File: src/rtl/sim_console_arbiter.sv
// sim_console_arbiter: shares the simulation console byte stream among
// NUM_REQ producers. Each producer fills a private line buffer; a round-robin
// scheduler drains one complete line at a time so lines never interleave.
// Optional build macro CONSOLE_ARB_PREFIX_EN: each drained line is preceded
// by the tag "[n] " where n is the requester index.
module sim_console_arbiter #(
  parameter int NUM_REQ      = 4,
  parameter int LINE_DEPTH   = 64,
  parameter int FLUSH_CYCLES = 1024
) (
  input  logic                 clock,
  input  logic                 reset,
  input  logic [NUM_REQ-1:0]   req_valid,
  input  logic [8*NUM_REQ-1:0] req_ch,
  output logic [NUM_REQ-1:0]   req_ready,
  output logic                 out_valid,
  output logic [7:0]           out_ch,
  input  logic                 out_ready,
  output logic                 busy
);

  localparam int CW = $clog2(LINE_DEPTH + 1);
  localparam int AW = $clog2(LINE_DEPTH);
  localparam int SW = (NUM_REQ > 1) ? $clog2(NUM_REQ) : 1;
  localparam int IW = (FLUSH_CYCLES > 1) ? $clog2(FLUSH_CYCLES) : 1;
  localparam logic [IW-1:0] IDLE_LAST = IW'((FLUSH_CYCLES > 0) ? FLUSH_CYCLES - 1 : 0);
  localparam logic [CW-1:0] CNT_FULL  = CW'(LINE_DEPTH);

`ifdef CONSOLE_ARB_PREFIX_EN
  typedef enum logic [1:0] {ST_IDLE, ST_DRAIN, ST_PREFIX} state_t;
`else
  typedef enum logic {ST_IDLE, ST_DRAIN} state_t;
`endif

  // Line storage and per-buffer bookkeeping
  logic [7:0]    line_mem [NUM_REQ][LINE_DEPTH];
  logic [CW-1:0] cnt_reg  [NUM_REQ];
  logic [IW-1:0] idle_reg [NUM_REQ];
  logic [NUM_REQ-1:0] done_reg;

  // Scheduler state
  state_t        state_reg;
  logic [SW-1:0] sel_reg;
  logic [SW-1:0] last_reg;
  logic [AW-1:0] rd_reg;
  logic          out_valid_reg;
  logic [7:0]    out_ch_reg;
`ifdef CONSOLE_ARB_PREFIX_EN
  logic [1:0]    pfx_reg;
`endif

  logic [NUM_REQ-1:0] push;
  logic [NUM_REQ-1:0] push_done;
  logic [NUM_REQ-1:0] timeout;
  logic [NUM_REQ-1:0] nonempty;
  logic [NUM_REQ-1:0] clear;
  logic [7:0]         req_byte [NUM_REQ];
  logic [CW-1:0]      cnt_sel;
  logic               drain_last;
  logic               grant_found;
  logic [SW-1:0]      grant_idx;

  assign cnt_sel    = cnt_reg[sel_reg];
  assign drain_last = (state_reg == ST_DRAIN) && out_ready &&
                      ({1'b0, rd_reg} == (cnt_sel - CW'(1)));

  genvar gi;
  generate
    for (gi = 0; gi < NUM_REQ; gi++) begin : g_req
      assign req_byte[gi]  = req_ch[8*gi +: 8];
      assign req_ready[gi] = !reset && !done_reg[gi];
      assign push[gi]      = req_valid[gi] && req_ready[gi];
      assign nonempty[gi]  = (cnt_reg[gi] != '0);
      // A line completes on newline or when the buffer fills up
      assign push_done[gi] = push[gi] &&
                             ((req_byte[gi] == 8'h0A) || ((cnt_reg[gi] + CW'(1)) == CNT_FULL));
      // A stalled partial line is force-completed after the idle window
      assign timeout[gi]   = (FLUSH_CYCLES != 0) && !push[gi] && !done_reg[gi] &&
                             nonempty[gi] && (idle_reg[gi] == IDLE_LAST);
      // The buffer being drained is released when its last byte is taken
      assign clear[gi]     = drain_last && (sel_reg == SW'(gi));
    end
  endgenerate

  // Round-robin search starting just after the last granted requester
  always_comb begin
    grant_found = 1'b0;
    grant_idx   = '0;
    for (int k = 1; k <= NUM_REQ; k++) begin
      if (!grant_found && done_reg[(int'(last_reg) + k) % NUM_REQ]) begin
        grant_found = 1'b1;
        grant_idx   = SW'((int'(last_reg) + k) % NUM_REQ);
      end
    end
  end

  // Byte writes into the line buffers (no reset on storage)
  always_ff @(posedge clock) begin
    for (int i = 0; i < NUM_REQ; i++) begin
      if (push[i]) begin
        line_mem[i][cnt_reg[i][AW-1:0]] <= req_byte[i];
      end
    end
  end

  // Per-buffer fill count, line-complete flag and idle timer
  always_ff @(posedge clock) begin
    if (reset) begin
      for (int i = 0; i < NUM_REQ; i++) begin
        cnt_reg[i]  <= '0;
        idle_reg[i] <= '0;
      end
      done_reg <= '0;
    end else begin
      for (int i = 0; i < NUM_REQ; i++) begin
        if (clear[i]) begin
          cnt_reg[i]  <= '0;
          done_reg[i] <= 1'b0;
          idle_reg[i] <= '0;
        end else if (push[i]) begin
          cnt_reg[i]  <= cnt_reg[i] + CW'(1);
          idle_reg[i] <= '0;
          if (push_done[i]) begin
            done_reg[i] <= 1'b1;
          end
        end else if (timeout[i]) begin
          done_reg[i] <= 1'b1;
          idle_reg[i] <= '0;
        end else if (nonempty[i] && !done_reg[i]) begin
          idle_reg[i] <= idle_reg[i] + IW'(1);
        end else begin
          idle_reg[i] <= '0;
        end
      end
    end
  end

  // Grant / drain state machine with registered console outputs
  always_ff @(posedge clock) begin
    if (reset) begin
      state_reg     <= ST_IDLE;
      sel_reg       <= '0;
      last_reg      <= SW'(NUM_REQ - 1);
      rd_reg        <= '0;
      out_valid_reg <= 1'b0;
      out_ch_reg    <= 8'h00;
`ifdef CONSOLE_ARB_PREFIX_EN
      pfx_reg       <= 2'd0;
`endif
    end else begin
      case (state_reg)
        ST_IDLE: begin
          if (grant_found) begin
            sel_reg       <= grant_idx;
            last_reg      <= grant_idx;
            rd_reg        <= '0;
            out_valid_reg <= 1'b1;
`ifdef CONSOLE_ARB_PREFIX_EN
            state_reg     <= ST_PREFIX;
            pfx_reg       <= 2'd0;
            out_ch_reg    <= 8'h5B;
`else
            state_reg     <= ST_DRAIN;
            out_ch_reg    <= line_mem[grant_idx][{AW{1'b0}}];
`endif
          end
        end
`ifdef CONSOLE_ARB_PREFIX_EN
        ST_PREFIX: begin
          if (out_ready) begin
            pfx_reg <= pfx_reg + 2'd1;
            case (pfx_reg)
              2'd0:    out_ch_reg <= 8'h30 + 8'(sel_reg);
              2'd1:    out_ch_reg <= 8'h5D;
              2'd2:    out_ch_reg <= 8'h20;
              default: begin
                out_ch_reg <= line_mem[sel_reg][{AW{1'b0}}];
                state_reg  <= ST_DRAIN;
              end
            endcase
          end
        end
`endif
        ST_DRAIN: begin
          if (out_ready) begin
            if (drain_last) begin
              state_reg     <= ST_IDLE;
              out_valid_reg <= 1'b0;
              out_ch_reg    <= 8'h00;
            end else begin
              rd_reg     <= rd_reg + AW'(1);
              out_ch_reg <= line_mem[sel_reg][rd_reg + AW'(1)];
            end
          end
        end
        default: begin
          state_reg     <= ST_IDLE;
          out_valid_reg <= 1'b0;
        end
      endcase
    end
  end

  assign out_valid = out_valid_reg;
  assign out_ch    = out_ch_reg;
  assign busy      = (state_reg != ST_IDLE) || (|nonempty);

endmodule

File: config.mk
export PLATFORM = sky130hd
export DESIGN_NAME = sim_console_arbiter
export DESIGN_NICKNAME = d
export VERILOG_FILES = /design/src/rtl/sim_console_arbiter.sv
export SDC_FILE = /design/constraint.sdc
export NUM_CORES = 2
export LEC_CHECK = 0
export ABC_CLOCK_PERIOD_IN_PS = 4100
export CELL_PAD_IN_SITES_DETAIL_PLACEMENT = 1
export CELL_PAD_IN_SITES_GLOBAL_PLACEMENT = 1
export CORE_MARGIN = 2
export CORE_UTILIZATION = 45
export CTS_CLUSTER_SIZE = 16
export DETAILED_ROUTE_END_ITERATION = 8
export PLACE_DENSITY = 0.65
export SLEW_MARGIN = 20
export SYNTH_ARGS = -nofsm -noshare
export SYNTH_HDL_FRONTEND = slang
export SYNTH_SLANG_ARGS = --single-unit
File: constraint.sdc
create_clock -name clock -period 4.1 [get_ports clock]
set_input_delay 0.82 -clock clock [delete_from_list [all_inputs] [get_ports clock]]
set_output_delay 0.82 -clock clock [all_outputs]
set_load 0.01 [all_outputs]
**After elaboration in Yosys (flattened, before gate mapping)**

Memories as Yosys holds them, arrays and structs flattened. A register that Yosys moved wholly into a read port is not among the register bits.
Index checks and enable logic that the tools add are counted.

- $add $sub $neg: 14
- Order comparisons: 13
- Equality and inequality tests: 24
- Mux-type cells: 193
- Bitwise gates (word level): 38
- Reduce and logical (&&, ||, !) cells: 84

Operators by type and width:

| kind | count |
|---|---|
| 512-bit 2-to-1 mux | 4 |
| 10-bit 2-to-1 mux | 20 |
| 8-bit demux with 6-bit select | 4 |
| 1-bit 2-to-1 mux | 128 |
| 8-bit 2-to-1 mux | 9 |
| 7-bit 2-to-1 mux | 8 |
| 8-bit binary-select mux with 6-bit select | 1 |
| 1-bit logical AND | 41 |
| 10-bit by 1-bit adder with 10-bit output, second input constant | 4 |
| 10-bit == test, second input constant | 4 |
| 7-bit >= comparator, second input constant | 5 |
| 6-bit NOT with 7-bit output | 5 |
| 8-bit by 4-bit == test with 1-bit output, second input constant | 4 |
| 7-bit by 1-bit adder with 7-bit output, second input constant | 4 |
| 7-bit == test, second input constant | 4 |
| 7-bit by 1-bit less-than comparator with 1-bit output, second input constant | 4 |
| 1-bit bitwise OR | 28 |
| 7-bit nonzero test | 4 |
| 6-bit 2-to-1 mux | 3 |
| 3-bit by 4-bit less-than comparator with 1-bit output, second input constant | 4 |
| 2-bit 2-to-1 mux | 8 |
| 8-bit case mux with 2 select lines | 1 |
| 2-bit OR reduction | 8 |
| 1-bit zero test | 12 |
| 20 further kinds | 49 |

- Flip-flop bits (word level): 24
- RAM bits: 2,116
- Word-level logic and storage cells: 379
- Memories: 3

Memory list:

| memory | words | width | rd ports | clocked after memory_dff | wr ports | line | source |
|---|---|---|---|---|---|---|---|
| line_mem | 4 | 512 | 2 | 1 | 4 | 36 | `logic [7:0] line_mem [NUM_REQ][LINE_DEPTH];` |
| idle_reg | 4 | 10 | 4 | 0 | 4 | 38 | `logic [IW-1:0] idle_reg [NUM_REQ];` |
| cnt_reg | 4 | 7 | 5 | 1 | 4 | 37 | `logic [CW-1:0] cnt_reg [NUM_REQ];` |

**Longest topological paths before layout**

- Word-level depth: 19
- Depth in mapped cells: 14
- Gate-level depth less buffers: 10

**Worst setup path before layout**

Ideal clock, no wire load.

- Path kind: reg2reg
- From: reg (tool-made name)
- To: mem cnt_reg[1][0] (netlist name) (enable)
- Setup time: 0.323 ns
- Arrival time: 3.147 ns
- Required time: 3.777 ns
- Path slack: 0.630 ns
- Cell stages (with the launch flop): 14
- Path through: dfxtp_1 > buf_6 > mux4_1 > inv_1 > ha_1 > xnor2_1 > xnor2_1 > or4_1 > nor3b_1 > nand4bb_1 > buf_4 > buf_8 > nor3_1 > or3_1

RTL lines:

| what | line |
|---|---|
| to (decl) | 37 |

==> summary.md <==
| Metric | Value |
|---|---|
| Outcome | complete, but fails checks |
| Failing checks | negative setup slack |
| List of most frequent post-synthesis cells | edfxtp_1, mux2i_1, nor2_1, mux4_2, a221oi_1 |
| Worst reg2reg endpoint | out_ch[3] |
| Most common cell in the synthesized netlist | edfxtp_1 |
| Most frequent cell on the critical path | o21ai_0 |
| # setup viols final | 1 |
| H-Tree Depth | 4 |
| Dominant cells by area after synthesis | edfxtp_1, mux4_2, mux2i_1 |
| Worst Max-Slew Pin Slew | approximately 1.2 ns |
| #FFs+latches synth | roughly 2100 |
| First-pass GRT wire length | 451000 µm |
| Rows | about 160 |
| Final wirelength | 329000 µm |
| Worst Path Class, Setup | register to register |
| CTS max path bufs | 3 |
| Register area share after synthesis | between 70% and 80% |
| Share of the synthesized area in the top cell type | 72.8% |
| Fmax achieved | 0.242 GHz |
| Final Slew Violations | 0 |
| Routed Antenna Nets | 0 |
| Initial antenna violation count | 50 |
| Port Buffers | between 50 and 60 |
| Layout cells sized above 1 | 23.4% |
| Max-cap violations | 0 |
| Clk_skew | 0.0589 ns |
| Final worst slack | -0.0264 ns |
| RSZ-0062 raised after global routing | false |
| Die W | 444 µm |
| Worst Setup End Kind | register |
| # hold bufs at CTS | 0 |
| Vias | 53400 |
| Hold Path Class | input port to register |
| Die Footprint | 197000 µm² |
| Worst Min Path Start | req_ch[0] |
| GRT Total Usage | 33.2% |
| Syn-to-layout area delta | 15.4% |
| R2R setup slack | -0.03 ns |
| Worst-path clk slew | approximately 0.070 ns |
| Endpoints failing hold | 0 |
| Crit-path slowest cell | a221oi_1 |
| Placer congestion estimate | around 0.96 |
| CP arrival | around 4.9 ns |
| CTS tree | done |
| Startpoint type of the worst setup path | register |
| Nets | roughly 5300 |
| Count of cell types in the netlist | 87 |
| Period minus WS final | 4.13 ns |
| Crit-path max FO | 68 |
| Worst path max stage delay | 0.80 ns |
| Root Buffer Master | clkbuf_16 |
| Starting Density | 45.3% |
| Ys async rst share | 0% |
| Vias per cell | ~6.7 |
| Critical Path, Cell by Cell | buf_4 > buf_12 > mux2i_1 > a221oi_1 > a21oi_1 > o21ai_0 > o21ai_0 > or4_1 > o22ai_1 |
| Die H | 444 µm |
| Peak supply drop | 0.399 mV |
| Post-synth EDFFs | approximately 2100 |
| PwrDens | between 400 and 500 nW/µm² |
| Inserted Clock Buffers | 215 |
| Synthesized instance count | 4734 |
| Synth Flop Type | edfxtp_1 |
| Initial DRC Count | a little under 9000 |
| Core Area | just under 200000 µm² |
| DR pass1 iterations | 5 |
| Post-route clock period utilization | 101% |
| Hold Path End | line_mem[0][312] |
| Reg2Reg Depth | 9 |
| HPWL reported at the end of detailed placement | 204000 µm |
| Grt ovf | 0 |
| IO Pins | 53 |
| CP required | 4.89 ns |
| Synthesized area per cell | between 15 and 20 µm² |
| Vias in the first global route | 54100 |
| Yosys top cell by area | edfxtp_1 |
| Largest net degree at the start of global routing | 79 |
| Hold_ws | about 0.25 ns |
| Synth Warn # | 0 |
| WHS Path Cells | 1 |
| Relative slew slack | approximately 21% |
| DR WL/cell | 41.1 µm |
| Clk Latency, worst-skew pair | 0.88 ns |
| DRC Markers | 0 |
| Static leakage | 0.0316 µW |
| Synthesized cell area | 87200 µm² |
| CTS Sinks | 2142 |
| Tot Pwr | 47700 µW |
| Filler Cells Inserted | 17500 |
| Max FFs per register | 2048 |
## worst max-delay path by stage
stage                  startpoint            end  slack [ns]
global route             register      out_ch[6]       0.006
finish                   register      out_ch[3]       -0.03
detailed placement      rd_reg[0]      out_ch[3]        0.20
floorplan                register  cnt_reg[1][0]        0.63
CTS                 cnt_reg[0][4]           busy        0.06
global placement        rd_reg[0]      out_ch[3]        0.22
## report_power, final
group | leakage [µW] | internal (µW) | switching, µW
combinational | 0.00885 | 1140 | 2440
sequential | 0.0193 | 24200 | 100
clock | 0.00342 | 11100 | 8730
## timing repair
action                                  CTS  global route
resized for setup                         6             0
endpoints found under the setup margin    1             0
buffers inserted                          3             0
endpoints found under the hold margin     0             0
## critical path, delay by kind of cell, from the launching register on
kind                   cells  cell delay, ns
AOI/OAI and AO/OA          5            1.94
buffers and inverters      2            0.66
DFF                        1            0.48
muxes                      1            0.15
and+or+nand+nor            1            0.65
## kinds of logic after synthesis
group / synth area share (%)
compound gates: 4.84
xor+xnor: 0.643
fa+ha+maj: 0.201
buf+inv: 2.47
flops: 73.4
mux: 14.0
other cells: 0.00430
simple gates: 4.44
## placed cells by master, fill, tap and decap left out, drive strengths merged, types with 40 or more instances in the layout
cell type | synthesis | layout
a22oi | 51 | 51
a21oi | 107 | 107
mux2i | 417 | 417
buf | 160 | 558
nand3 | 88 | 88
nor3 | 74 | 74
edfxtp | 2116 | 2116
nand2 | 109 | 109
clkinv | 2 | 103
o21ai | 120 | 120
a221oi | 145 | 145
conb | 1 | 40
nor2 | 406 | 406
mux4 | 336 | 336
clkbuf | 122 | 264
## per-stage QoR
| step | worst slack (ns) | TNS, ns | instance area [µm²] | utilization (%) | instances |
|---|---|---|---|---|---|
| global placement | 0.223 | 0 | 93500 | 48.6 | 7592 |
| finish | -0.0264 | -0.0264 | 101000 | 52.3 | 8005 |
| CTS | 0.0567 | 0 | 101000 | 52.2 | 7996 |
| detailed placement | 0.196 | 0 | 93500 | 48.6 | 7592 |
| floorplan | 0.630 | 0 | 87400 | - | 4773 |
| global route | 0.00639 | 0 | 101000 | 52.2 | 7996 |
## per-layer routing
layer / track usage [%] / part of all wire (%) / routed length (µm) / vias to the layer above
li1: - / - / - / 20400
met1: 44.9 / 37 / 122000 / 28200
met2: 51.2 / 45 / 150000 / 4018
met3: 7.48 / 12 / 39100 / 813
met4: 15.9 / 5.7 / 18600 / 20
met5: 0 / 0.041 / 136 / -
## cell type report
class,instances,area [µm²],area share (%)
Sequential cell,2142,64100,63.7
Inverter,31,124,0.123
Timing Repair Buffer,578,4930,4.90
Multi-Input combinational cell,2318,21300,21.2
Clock buffer,264,5610,5.57
Tap cell,2526,3160,3.14
Antenna cell,9,22.5,0.0224
Clock inverter,137,1440,1.43
No activity file was read; power rests on OpenSTA's default activity.
